<file path="config.mk">
export PLATFORM = sky130hd
export DESIGN_NAME = corescore_pll_seq
export DESIGN_NICKNAME = d
export VERILOG_FILES = /design/src/rtl/corescore_pll_seq_pkg.sv /design/src/rtl/corescore_sync2.sv /design/src/rtl/corescore_pll_seq.sv
export SDC_FILE = /design/constraint.sdc
export NUM_CORES = 1
export LEC_CHECK = 0
export BUFFER_PORTS_ARGS = -buffer_cell sky130_fd_sc_hd__clkbuf_2
export CORE_UTILIZATION = 50
export CTS_CLUSTER_SIZE = 10
export DETAILED_ROUTE_END_ITERATION = 8
export PLACE_DENSITY = 0.66
export SLEW_MARGIN = 5
export SYNTH_ARGS = -nofsm -noshare
export SYNTH_HDL_FRONTEND = slang
export SYNTH_SLANG_ARGS = --single-unit
export TNS_END_PERCENT = 1
</file>
<file path="constraint.sdc">
create_clock -name i_clk -period 2.33 [get_ports i_clk]
set_input_delay 0.3495 -clock i_clk [delete_from_list [all_inputs] [get_ports i_clk]]
set_output_delay 0.3495 -clock i_clk [all_outputs]
set_load 0.1 [all_outputs]
</file>
<file path="src/rtl/corescore_pll_seq_pkg.sv">
// Shared definitions for the PLL power-up sequencer: FSM state encoding
// and the sizing function for the single shared cycle counter.
package corescore_pll_seq_pkg;

  typedef enum logic [2:0] {
    ST_PDOWN     = 3'd0,
    ST_WAIT_LOCK = 3'd1,
    ST_STABLE    = 3'd2,
    ST_RUN       = 3'd3,
    ST_FAIL      = 3'd4
  } state_e;

  localparam logic [3:0] RETRY_SAT = 4'd15;

  // One spare bit above the largest terminal count so the counter can never wrap.
  function automatic int cnt_width(input int a, input int b, input int c);
    int m;
    m = a;
    if (b > m) m = b;
    if (c > m) m = c;
    return $clog2(m) + 1;
  endfunction

endpackage

</file>
<file path="src/rtl/corescore_sync2.sv">
// Two-flop synchronizer for a single asynchronous level into the i_clk domain.
module corescore_sync2 (
  input  logic i_clk,
  input  logic i_rst,
  input  logic i_d,
  output logic o_q
);

  logic meta_q;
  logic sync_q;

  always_ff @(posedge i_clk) begin
    if (i_rst) begin
      meta_q <= 1'b0;
      sync_q <= 1'b0;
    end else begin
      meta_q <= i_d;
      sync_q <= meta_q;
    end
  end

  assign o_q = sync_q;

endmodule

</file>
<file path="src/rtl/corescore_pll_seq.sv">
// PLL power-up sequencer: holds the PLL in powerdown, waits for a stable
// lock with bounded retries, then releases the fabric reset.
module corescore_pll_seq
  import corescore_pll_seq_pkg::*;
#(
  parameter int PD_CYCLES     = 16,
  parameter int LOCK_TIMEOUT  = 4096,
  parameter int STABLE_CYCLES = 256,
  parameter int MAX_RETRIES   = 8
) (
  input  logic       i_clk,
  input  logic       i_rst,
  input  logic       i_pll_lock,
  input  logic       i_restart,
  output logic       o_pll_powerdown_n,
  output logic       o_rst,
  output logic       o_locked,
  output logic       o_fail,
  output logic [3:0] o_retries
);

  localparam int CW = cnt_width(PD_CYCLES, LOCK_TIMEOUT, STABLE_CYCLES);
  localparam logic [CW-1:0] PD_LAST     = CW'(PD_CYCLES - 1);
  localparam logic [CW-1:0] TIMEOUT_LAST = CW'(LOCK_TIMEOUT - 1);
  localparam logic [CW-1:0] STABLE_LAST = CW'(STABLE_CYCLES - 1);

  logic          lock_s;
  state_e        state_q, state_d;
  logic [CW-1:0] cnt_q, cnt_d;
  logic [3:0]    retries_q, retries_d;
  logic [3:0]    retry_inc;
  logic          counting;
  logic          rst_q;

  corescore_sync2 u_lock_sync (
    .i_clk (i_clk),
    .i_rst (i_rst),
    .i_d   (i_pll_lock),
    .o_q   (lock_s)
  );

  always_ff @(posedge i_clk) begin
    if (i_rst) begin
      state_q   <= ST_PDOWN;
      cnt_q     <= '0;
      retries_q <= '0;
      rst_q     <= 1'b1;
    end else begin
      state_q   <= state_d;
      cnt_q     <= cnt_d;
      retries_q <= retries_d;
      rst_q     <= (state_d != ST_RUN);
    end
  end

  assign retry_inc = (retries_q == RETRY_SAT) ? RETRY_SAT : retries_q + 4'd1;
  assign counting  = (state_q == ST_PDOWN) || (state_q == ST_WAIT_LOCK) ||
                     (state_q == ST_STABLE);

  always_comb begin
    state_d   = state_q;
    retries_d = retries_q;
    case (state_q)
      ST_PDOWN: begin
        if (cnt_q == PD_LAST) state_d = ST_WAIT_LOCK;
      end
      ST_WAIT_LOCK: begin
        if (lock_s) begin
          state_d = ST_STABLE;
        end else if (cnt_q == TIMEOUT_LAST) begin
          retries_d = retry_inc;
          state_d   = (32'(retry_inc) == MAX_RETRIES) ? ST_FAIL : ST_PDOWN;
        end
      end
      ST_STABLE: begin
        if (!lock_s)                  state_d = ST_WAIT_LOCK;
        else if (cnt_q == STABLE_LAST) state_d = ST_RUN;
      end
      ST_RUN: begin
        if (!lock_s) state_d = ST_WAIT_LOCK;
      end
      ST_FAIL: state_d = ST_FAIL;
      default: state_d = ST_PDOWN;
    endcase
    if (state_d == ST_RUN && state_q != ST_RUN) retries_d = '0;
    // Restart outranks every transition decided above.
    if (i_restart) begin
      state_d   = ST_PDOWN;
      retries_d = '0;
    end
    if (i_restart || state_d != state_q || !counting) cnt_d = '0;
    else                                             cnt_d = cnt_q + 1'b1;
  end

  always_comb begin
    o_pll_powerdown_n = (state_q == ST_WAIT_LOCK) || (state_q == ST_STABLE) ||
                        (state_q == ST_RUN);
    o_locked          = (state_q == ST_RUN);
    o_fail            = (state_q == ST_FAIL);
    o_rst             = rst_q;
    o_retries         = retries_q;
  end

endmodule
</file>
==> flow_summary.json, run 1 <==
{
  "antenna_cells": 0,
  "io_buffers": 11,
  "drive_gt1_share_pct": 20.4,
  "die_area_mm2": 0.00249,
  "r2r_end": "cnt_q[11]",
  "clock_sinks": 23,
  "globalRouteMet3Util_pct": 3.40,
  "clk-insertion-delay-late_ps": 310,
  "grt_pass1_wl_mm": 4.04,
  "vias_per_cell": 5.77,
  "r2r_slack_ps": 60,
  "avgRoutedWirePerCell_um": 14.1,
  "cp_data_arrival_time_ps": 2520,
  "area_delta_synth_final_pct": 14.9,
  "swShare_pct": 22.0,
  "r2r_cells": 7,
  "grt_pass1_vias": 939,
  "cap_violations": 0,
  "synthMuxAreaShare_pct": 1.74,
  "met1_usage_pct": 29.7,
  "grt_max_degree": 13,
  "max-slew-margin-rel_pct": 64.2,
  "outcome": "finished, final reports clean",
  "timing.rr.start": "cnt_q[1]",
  "syn_area_mm2": 0.00115,
  "yosys.area_share.adder_pct": 2.18,
  "place_area_mm2": 0.00128,
  "yosysSeqAreaShare_pct": 40.1,
  "h-tree-depth": 1,
  "period_needed_ps": 2270,
  "p_leak_nw": 0.484,
  "yosys_register_bits": 23,
  "fin_crit_sh_pct": 97.2,
  "synth_fp_nets": 138,
  "use_met2_pct": 31.8,
  "cts_made_buffers": 3,
  "antenna_found_initial": 0,
  "dr.pass1.iters": 4,
  "drc": 0,
  "crit_fanout": 10,
  "end_kind": "flip-flop",
  "synth_area_leaders": "dfxtp_1 40%, xnor2_1 6.1%, nand3_1 4.8%",
  "detail-route-antenna-nets": 0,
  "vias": 1032,
  "seqPwrFrac_pct": 65.6,
  "synth_cell_type_count": 34,
  "busiest_layer": "met2",
  "whs_endpoint": "u_lock_sync.meta_q",
  "synth-compound-area-share_pct": 12.0,
  "rows": 16,
  "cts_tree": "yes",
  "wl_mm": 2.53,
  "whs_path_depth": 2,
  "p_per_area_mw_per_mm2": 460,
  "gr-total-overflow": 0,
  "worstPathRequired_ps": 2580,
  "crit_type": "reg2reg",
  "pwr-share-clk_pct": 30.4,
  "holdCritStartpoint": "i_pll_lock",
  "fmax_mhz": 441,
  "setup_viol": 0,
  "peakVddDrop_uv": 286,
  "yosys.area.top_type_share_pct": 40.1,
  "synth_top_family_by_area": "simple AND/OR/NAND/NOR gates",
  "layout_common_cells": "23 x dfxtp_1, 13 x nor2_1, 11 x nand3_1, 11 x clkbuf_2, 10 x a21oi_1",
  "grtUsageTotal_pct": 21.4,
  "p_sw_mw": 0.134,
  "hold_viol": 0,
  "io_pins": 12,
  "drv_slew": 0,
  "yosysTopAreaCell": "dfxtp_1",
  "postLayoutCellArea_mm2": 0.00132,
  "synth-simple-area-share_pct": 31.2,
  "cts_root_buf": "clkbuf_4",
  "cts_buffer_depth": 2,
  "core_area_mm2": 0.00206,
  "hold_path.class": "in2reg",
  "hpwlAfterDp_mm": 1.85,
  "cp-start-kind": "flip-flop",
  "synthCells": 132,
  "drt_iter0_drc": 22,
  "tightestPinTransition_ps": 539,
  "p_int_mw": 0.474,
  "yosysWarnings": 0,
  "avgSynthCellArea_um2": 8.70,
  "combPwrFrac_pct": 4.0,
  "fp.dieW_um": 49.9,
  "die_h_um": 49.9,
  "layout_commonest_cell": "dfxtp_1",
  "gp_congestion": 0.889,
  "start_util_pct": 55.7,
  "path_clk_slew_ps": 120,
  "synthXorXnorAreaFrac_pct": 9.15,
  "nets": 159,
  "post-route-util_pct": 64.0,
  "fin_worst_skew_ps": 1.83
}
## worst max-delay path, stage by stage (launching register included)
cell     delay (ps)
dfxtp_1         390
ha_2            230
nand4_1         130
buf_4           180
o41ai_4         340
a32oi_1         170
or4b_4          590
a21oi_1         170
## kinds of logic after synthesis
group | after synthesis
adder cells (fa/ha/maj) | 2
buffers and inverters | 9
AO/OA/AOI/OAI | 19
XOR/XNOR | 12
multiplexers | 2
AND/OR/NAND/NOR | 65
flip-flops | 23
## power by group through the flow
stage	sequential [mW]	combinational, mW	clock [mW]
finish	0.399	0.0246	0.185
global route	0.399	0.0267	0.202
CTS	0.398	0.0243	0.186
detailed placement	0.407	0.0239	0
global placement	0.407	0.0233	0
floorplan	0.407	0.0137	0
## state kept, by name (all words and copies together) (netlist names)
register	flops
cnt_q	13
o_retries	4
o_rst	1
state_q	3
u_lock_sync.meta_q	1
u_lock_sync.o_q	1
## cell usage after synthesis, drive strengths merged
| cell | count |
|---|---|
| nor3 | 4 |
| nand2 | 5 |
| or4 | 2 |
| nor2 | 14 |
| ha | 2 |
| o22ai | 1 |
| dfxtp | 23 |
| o21ai | 2 |
| nand2b | 4 |
| buf | 2 |
| nor3b | 1 |
| xor2 | 4 |
| o41ai | 1 |
| nand4b | 1 |
| o211ai | 1 |
| clkbuf | 2 |
| or3 | 1 |
| and3 | 4 |
| mux2i | 2 |
| xnor2 | 8 |
| and2 | 1 |
| a32oi | 2 |
| nand4 | 5 |
| nor2b | 3 |
| or4b | 2 |
| inv | 5 |
| nor4 | 7 |
| a21oi | 10 |
| nand3 | 11 |
| a21boi | 2 |
## routing by layer
layer / up-vias / part of all wire, %
li1: 520 / -
met1: 484 / 48
met2: 26 / 45
met3: 2 / 5.9
met4: 0 / 0.51
met5: - / 0
## layout make-up
cell class	instances	area [um2]
Fill cell	181	742
Sequential cell	23	460
Multi-Input combinational cell	100	658
Tap cell	27	33.8
Timing Repair Buffer	20	123
Inverter	5	18.8
Clock buffer	4	26.3
## stage by stage
stage / setup WS, ps / total power [mW] / std cells / TNS [ps] / hold WS, ps
after detailed placement: -16.5 / 0.431 / 174 / -59.9 / 429
after global placement: 91.0 / 0.430 / 174 / 0 / 436
after global routing: -3.63 / 0.628 / 179 / -4.17 / 249
after CTS: 2.31 / 0.609 / 178 / 0 / 245
after floorplan: 192 / 0.421 / 132 / 0 / 414
final: 64.5 / 0.608 / 179 / 0 / 242
## worst max-delay path by stage
| stage | startpoint | endpoint | slack (ps) | cells past startpoint |
|---|---|---|---|---|
| global placement | cnt_q[1] | cnt_q[12] | 90 | 6 |
| CTS | cnt_q[1] | o_retries[2] | 2 | 7 |
| detailed placement | cnt_q[1] | cnt_q[11] | -20 | 6 |
| finish | cnt_q[1] | cnt_q[11] | 60 | 7 |
| floorplan | cnt_q[0] | cnt_q[0] | 190 | 7 |
| global route | cnt_q[1] | cnt_q[7] | -4 | 7 |
## timing repair
item | in CTS | in global routing
hold buffers | 0 | 0
resized for setup | 2 | 1
endpoints found under the setup margin | 14 | 11
pin swaps | 1 | 1
buffers inserted | 0 | 1
Power figures use the tool's default switching activity.
==> run 2, diff against run 1 <==
- PLACE_DENSITY: 0.66 -> 0.67
- SYNTH_HIERARCHICAL: unset -> 1
==> flow_summary.json, run 2 <==
{
  "outcome": "finished, final reports clean",
  "cts_made_buffers": 3,
  "crit_type": "reg2reg",
  "clock_sinks": 23,
  "layout_commonest_cell": "dfxtp_1",
  "area_delta_synth_final_pct": 10.7,
  "antenna_cells": 0,
  "yosys.area.top_type_share_pct": 41.5,
  "syn_area_mm2": 0.00111,
  "synth_cell_type_count": 33,
  "setup-tns-final_ps": 0,
  "layout_common_cells": "23 x dfxtp_1, 20 x nor2_1, 11 x clkbuf_2",
  "cp-start-kind": "flip-flop",
  "yosysSeqAreaShare_pct": 41.5,
  "grt_pass1_wl_mm": 3.41,
  "nets": 145,
  "drive_gt1_share_pct": 16.7,
  "yosysWarnings": 6,
  "synth_fp_nets": 129,
  "synth_area_leaders": "dfxtp_1 42%, nor2_1 6.8%, xnor2_1 4.7%",
  "yosys.cell_count.top_type": "dfxtp_1",
  "synthCells": 123,
  "cts_tree": "yes",
  "detail-route-antenna-nets": 0,
  "vias": 886,
  "hold_path.class": "in2reg",
  "fin_crit_sh_pct": 88.4,
  "drc": 0,
  "synth_edf_count": 0,
  "synth_common_cells": "23 x dfxtp_1, 20 x nor2_1, 10 x nand3_1, 8 x nor3_1, 6 x xnor2_1",
  "rows": 16,
  "synthArstFlopShare_pct": 0,
  "hold_viol": 0,
  "fin_worst_skew_ps": 9.22,
  "fmax_mhz": 486,
  "setup_viol": 0,
  "vias_per_cell": 5.37,
  "yosys_most_used_dff": "dfxtp_1",
  "io_buffers": 11,
  "h-tree-depth": 1,
  "wl_mm": 1.98,
  "grtUsageTotal_pct": 18.4,
  "peakVddDrop_uv": 272,
  "p_per_area_mw_per_mm2": 482,
  "path_cells": "or4_4 > o41ai_1 > nand2_1 > a31oi_4 > nor2_1",
  "worstPathRequired_ps": 2520,
  "drt_iter0_drc": 14,
  "nFillCells": 195,
  "avgRoutedWirePerCell_um": 12.0,
  "die_area_mm2": 0.00241,
  "cts_buffer_depth": 2,
  "drv_slew": 0,
  "core_area_mm2": 0.00202,
  "cts_root_buf": "clkbuf_4",
  "gp_congestion": 0.842,
  "p_leak_nw": 0.451,
  "end_kind": "flip-flop",
  "cap_violations": 0,
  "avgSynthCellArea_um2": 9.01,
  "slowest_stage": "or4_4",
  "max-slew-margin-rel_pct": 64.2,
  "setup_slack_ps": 271,
  "cts_hold_buf": 0,
  "grt_pass1_vias": 821,
  "io_pins": 12,
  "fp.dieW_um": 49.1,
  "post-place-ws_ps": 289,
  "hpwlAfterDp_mm": 1.53,
  "rsz0062_at_grt": "no",
  "dr.pass1.iters": 3,
  "tightestPinTransition_ps": 539,
  "die_h_um": 49.1,
  "clk-insertion-delay-late_ps": 300,
  "post-route-util_pct": 60.7,
  "path_clk_slew_ps": 120,
  "yosysTopAreaCell": "dfxtp_1",
  "antenna_found_initial": 0,
  "yosys_register_bits": 23,
  "gr-total-overflow": 0,
  "largest_reg_flops": 13,
  "cp_data_arrival_time_ps": 2250,
  "cts_setup_buffers": 0,
  "period_needed_ps": 2060,
  "ctsResizeCount": 0,
  "grt_max_degree": 13,
  "largest-register": "cnt_q",
  "critPathMaxStageDelay_ps": 550,
  "crit_fanout": 10,
  "start_util_pct": 54.8
}
## run 2: cell count changes in the layout (fill, tap and decap cells not counted), moves of 4 or more
cell / before / now
buf_4: 9 / 1
and3_1: 4 / 0
a21oi_1: 10 / 1
nor3_1: 4 / 8
nor4_1: 7 / 1
nor2_1: 13 / 20
## run 2: kinds of logic after synthesis
logic type	after synthesis	share of synthesized area, %
simple gates	72	38.3
xor+xnor	11	8.69
mux	1	0.903
flops	23	41.5
buf+inv	4	1.35
fa+ha+maj	2	2.26
compound gates	10	7.00
## run 2: critical path, delay by kind of cell (launching register included)
kind               cells  cell delay [ps]
and+or+nand+nor        3              870
AOI/OAI and AO/OA      2              710
DFF                    1              370
## run 2: routing by layer
metal	vias up	routed length (um)	part of all wire [%]	global-route usage [%]
li1	465	-	-	-
met1	408	972	49	22.4
met2	9	939	47	31.3
met3	4	32	1.6	2.80
met4	0	37	1.9	8.82
met5	-	0	0	0
## run 2: cell type report
type | count | area (um2) | area share, %
multi-input combinational | 96 | 633 | 51.6
sequential | 23 | 460 | 37.5
timing repair buffer | 12 | 62.6 | 5.10
inverter | 3 | 11.3 | 0.917
tap | 27 | 33.8 | 2.75
clock buffer | 4 | 26.3 | 2.14
## run 2: power breakdown
part	switching (mW)	total, mW	internal (mW)
clock network	0.108	0.175	0.0668
logic	0.0105	0.0180	0.00743
registers	0.00269	0.399	0.396
total	0.121	0.591	0.471
## run 2: per-stage QoR
step / power, mW / hold slack [ps] / instance area, um2 / std cells
after CTS: 0.602 / 229 / 1230 / 165
after global routing: 0.621 / 214 / 1230 / 165
final: 0.591 / 241 / 1230 / 165
after detailed placement: 0.426 / 435 / 1200 / 161
after floorplan: 0.420 / 414 / 1110 / 123
after global placement: 0.426 / 419 / 1200 / 161
## run 2: worst paths after layout
kind                                         start               to  slack, ps  cells after the start
worst max-delay path                      cnt_q[8]         cnt_q[5]        270                      5
worst min-delay path                         i_rst  u_lock_sync/o_q        240                      2
worst max register to register            cnt_q[8]         cnt_q[5]        270                      5
worst min register to register  u_lock_sync/meta_q  u_lock_sync/o_q        460                      1
==> run 3, diff against run 2 <==
- CELL_PAD_IN_SITES_DETAIL_PLACEMENT: unset -> 1
- CELL_PAD_IN_SITES_GLOBAL_PLACEMENT: unset -> 2
- CORE_UTILIZATION: 50 -> 34
- PLACE_DENSITY: 0.67 -> unset
- PLACE_DENSITY_LB_ADDON: unset -> 0.15
==> flow_summary.json, run 3 (synthesis gave the netlist of run 2 again) <==
{
  "outcome": "finished, final reports clean",
  "grt_pass1_vias": 899,
  "critPathMaxStageDelay_ps": 550,
  "fmax_mhz": 470,
  "start_util_pct": 36.0,
  "critPathBufInv": 0,
  "largest_reg_flops": 13,
  "hpwlAfterDp_mm": 1.83,
  "grt_pass1_wl_mm": 4.17,
  "swShare_pct": 22.3,
  "combPwrFrac_pct": 3.0,
  "detail-route-antenna-nets": 0,
  "dr.pass1.iters": 4,
  "rows": 20,
  "r2r_cells": 5,
  "p_sw_mw": 0.134,
  "peakVddDrop_uv": 209,
  "post-route-util_pct": 40.6,
  "slowest_stage": "or4_4",
  "crit_family": "simple AND/OR/NAND/NOR gates",
  "tightestPinTransition_ps": 542,
  "fin_worst_skew_ps": 6.98,
  "cap_violations": 0,
  "fp.dieW_um": 59.1,
  "drt_iter0_drc": 37,
  "r2r_slack_ps": 200,
  "seqPwrFrac_pct": 66.3,
  "drc": 0,
  "area_delta_synth_final_pct": 12.8,
  "vias": 898,
  "vias_per_cell": 4.93,
  "cts_tree": "yes",
  "setup-tns-final_ps": 0,
  "antenna_cells": 0,
  "setup_viol": 0,
  "wl_mm": 2.35,
  "cts_buffer_depth": 2,
  "die_h_um": 59.1,
  "pwr-share-clk_pct": 30.6,
  "path_cells": "or4_4 > o41ai_1 > nand2_1 > nor4_4 > nor3_1",
  "cts_made_buffers": 3,
  "cts_root_buf": "clkbuf_4",
  "crit_cells": 5,
  "cts_setup_buffers": 0,
  "layout_commonest_cell": "dfxtp_1",
  "grt_max_degree": 14,
  "multi_input_area_um2": 633,
  "drv_slew": 0,
  "end_kind": "flip-flop",
  "regArea_um2": 460,
  "path_clk_slew_ps": 130,
  "layout_common_cells": "23 x dfxtp_1, 20 x nor2_1, 11 x clkbuf_2",
  "clk-insertion-delay-late_ps": 310,
  "rsz0062_at_grt": "no",
  "period_needed_ps": 2130,
  "crit_type": "reg2reg",
  "clock_sinks": 23,
  "nets": 145,
  "p_per_area_mw_per_mm2": 482,
  "max-slew-margin-rel_pct": 64.0,
  "worstPathRequired_ps": 2530,
  "io_pins": 12,
  "avgRoutedWirePerCell_um": 12.9,
  "nFillCells": 381,
  "gr-total-overflow": 0,
  "hold_viol": 0,
  "hold_path.class": "in2reg",
  "largest-register": "cnt_q",
  "p_leak_nw": 0.453,
  "gp_congestion": 0.788,
  "drive_gt1_share_pct": 17.4,
  "cts_hold_buf": 0,
  "whs_path_depth": 2,
  "antenna_found_initial": 0,
  "crit_fanout": 6,
  "io_buffers": 11,
  "cp-start-kind": "flip-flop",
  "ctsResizeCount": 0,
  "core_area_mm2": 0.00308,
  "die_area_mm2": 0.00349,
  "h-tree-depth": 1,
  "grtUsageTotal_pct": 16.0,
  "fin_crit_sh_pct": 91.4,
  "p_int_mw": 0.468,
  "cp_data_arrival_time_ps": 2320
}
run 3: changes by cell type in the layout (fill, tap and decap cells not counted):
cell,delta
clkbuf_1,-1
clkinv_2,+1
run 3: path summary, 6_finish.rpt:
kind | from | to
setup / recovery | cnt_q[8] | o_retries[0]
hold / removal | i_rst | u_lock_sync/o_q
setup reg to reg | cnt_q[8] | o_retries[0]
hold reg to reg | u_lock_sync/meta_q | u_lock_sync/o_q
run 3: cell type report:
cell class / count / share of cell area (%)
Multi-Input combinational cell: 96 / 50.7
Timing Repair Buffer: 12 / 5.01
Clock inverter: 1 / 0.400
Inverter: 3 / 0.901
Tap cell: 44 / 4.40
Clock buffer: 3 / 1.80
Sequential cell: 23 / 36.8
run 3: power by group through the flow:
stage | registers, mW | logic [mW] | clock network, mW
after floorplan | 0.407 | 0.0123 | 0
after global placement | 0.408 | 0.0186 | 0
after detailed placement | 0.408 | 0.0187 | 0
after CTS | 0.400 | 0.0188 | 0.199
after global routing | 0.401 | 0.0210 | 0.219
final | 0.400 | 0.0183 | 0.184
run 3: per-stage QoR:
step	hold WS [ps]	instance area, um2	std cells	worst slack [ps]	total power [mW]
finish	222	1250	182	201	0.602
global route	222	1250	182	46.5	0.641
CTS	213	1250	182	208	0.617
detailed placement	444	1220	178	238	0.427
global placement	420	1220	178	300	0.427
floorplan	414	1110	123	207	0.420
run 3: per-layer routing:
metal  part of all wire (%)  GRT usage, %
met1                     51          21.5
met2                     46          25.6
met3                    2.0          2.62
met4                    1.1          6.12
met5                      0             0
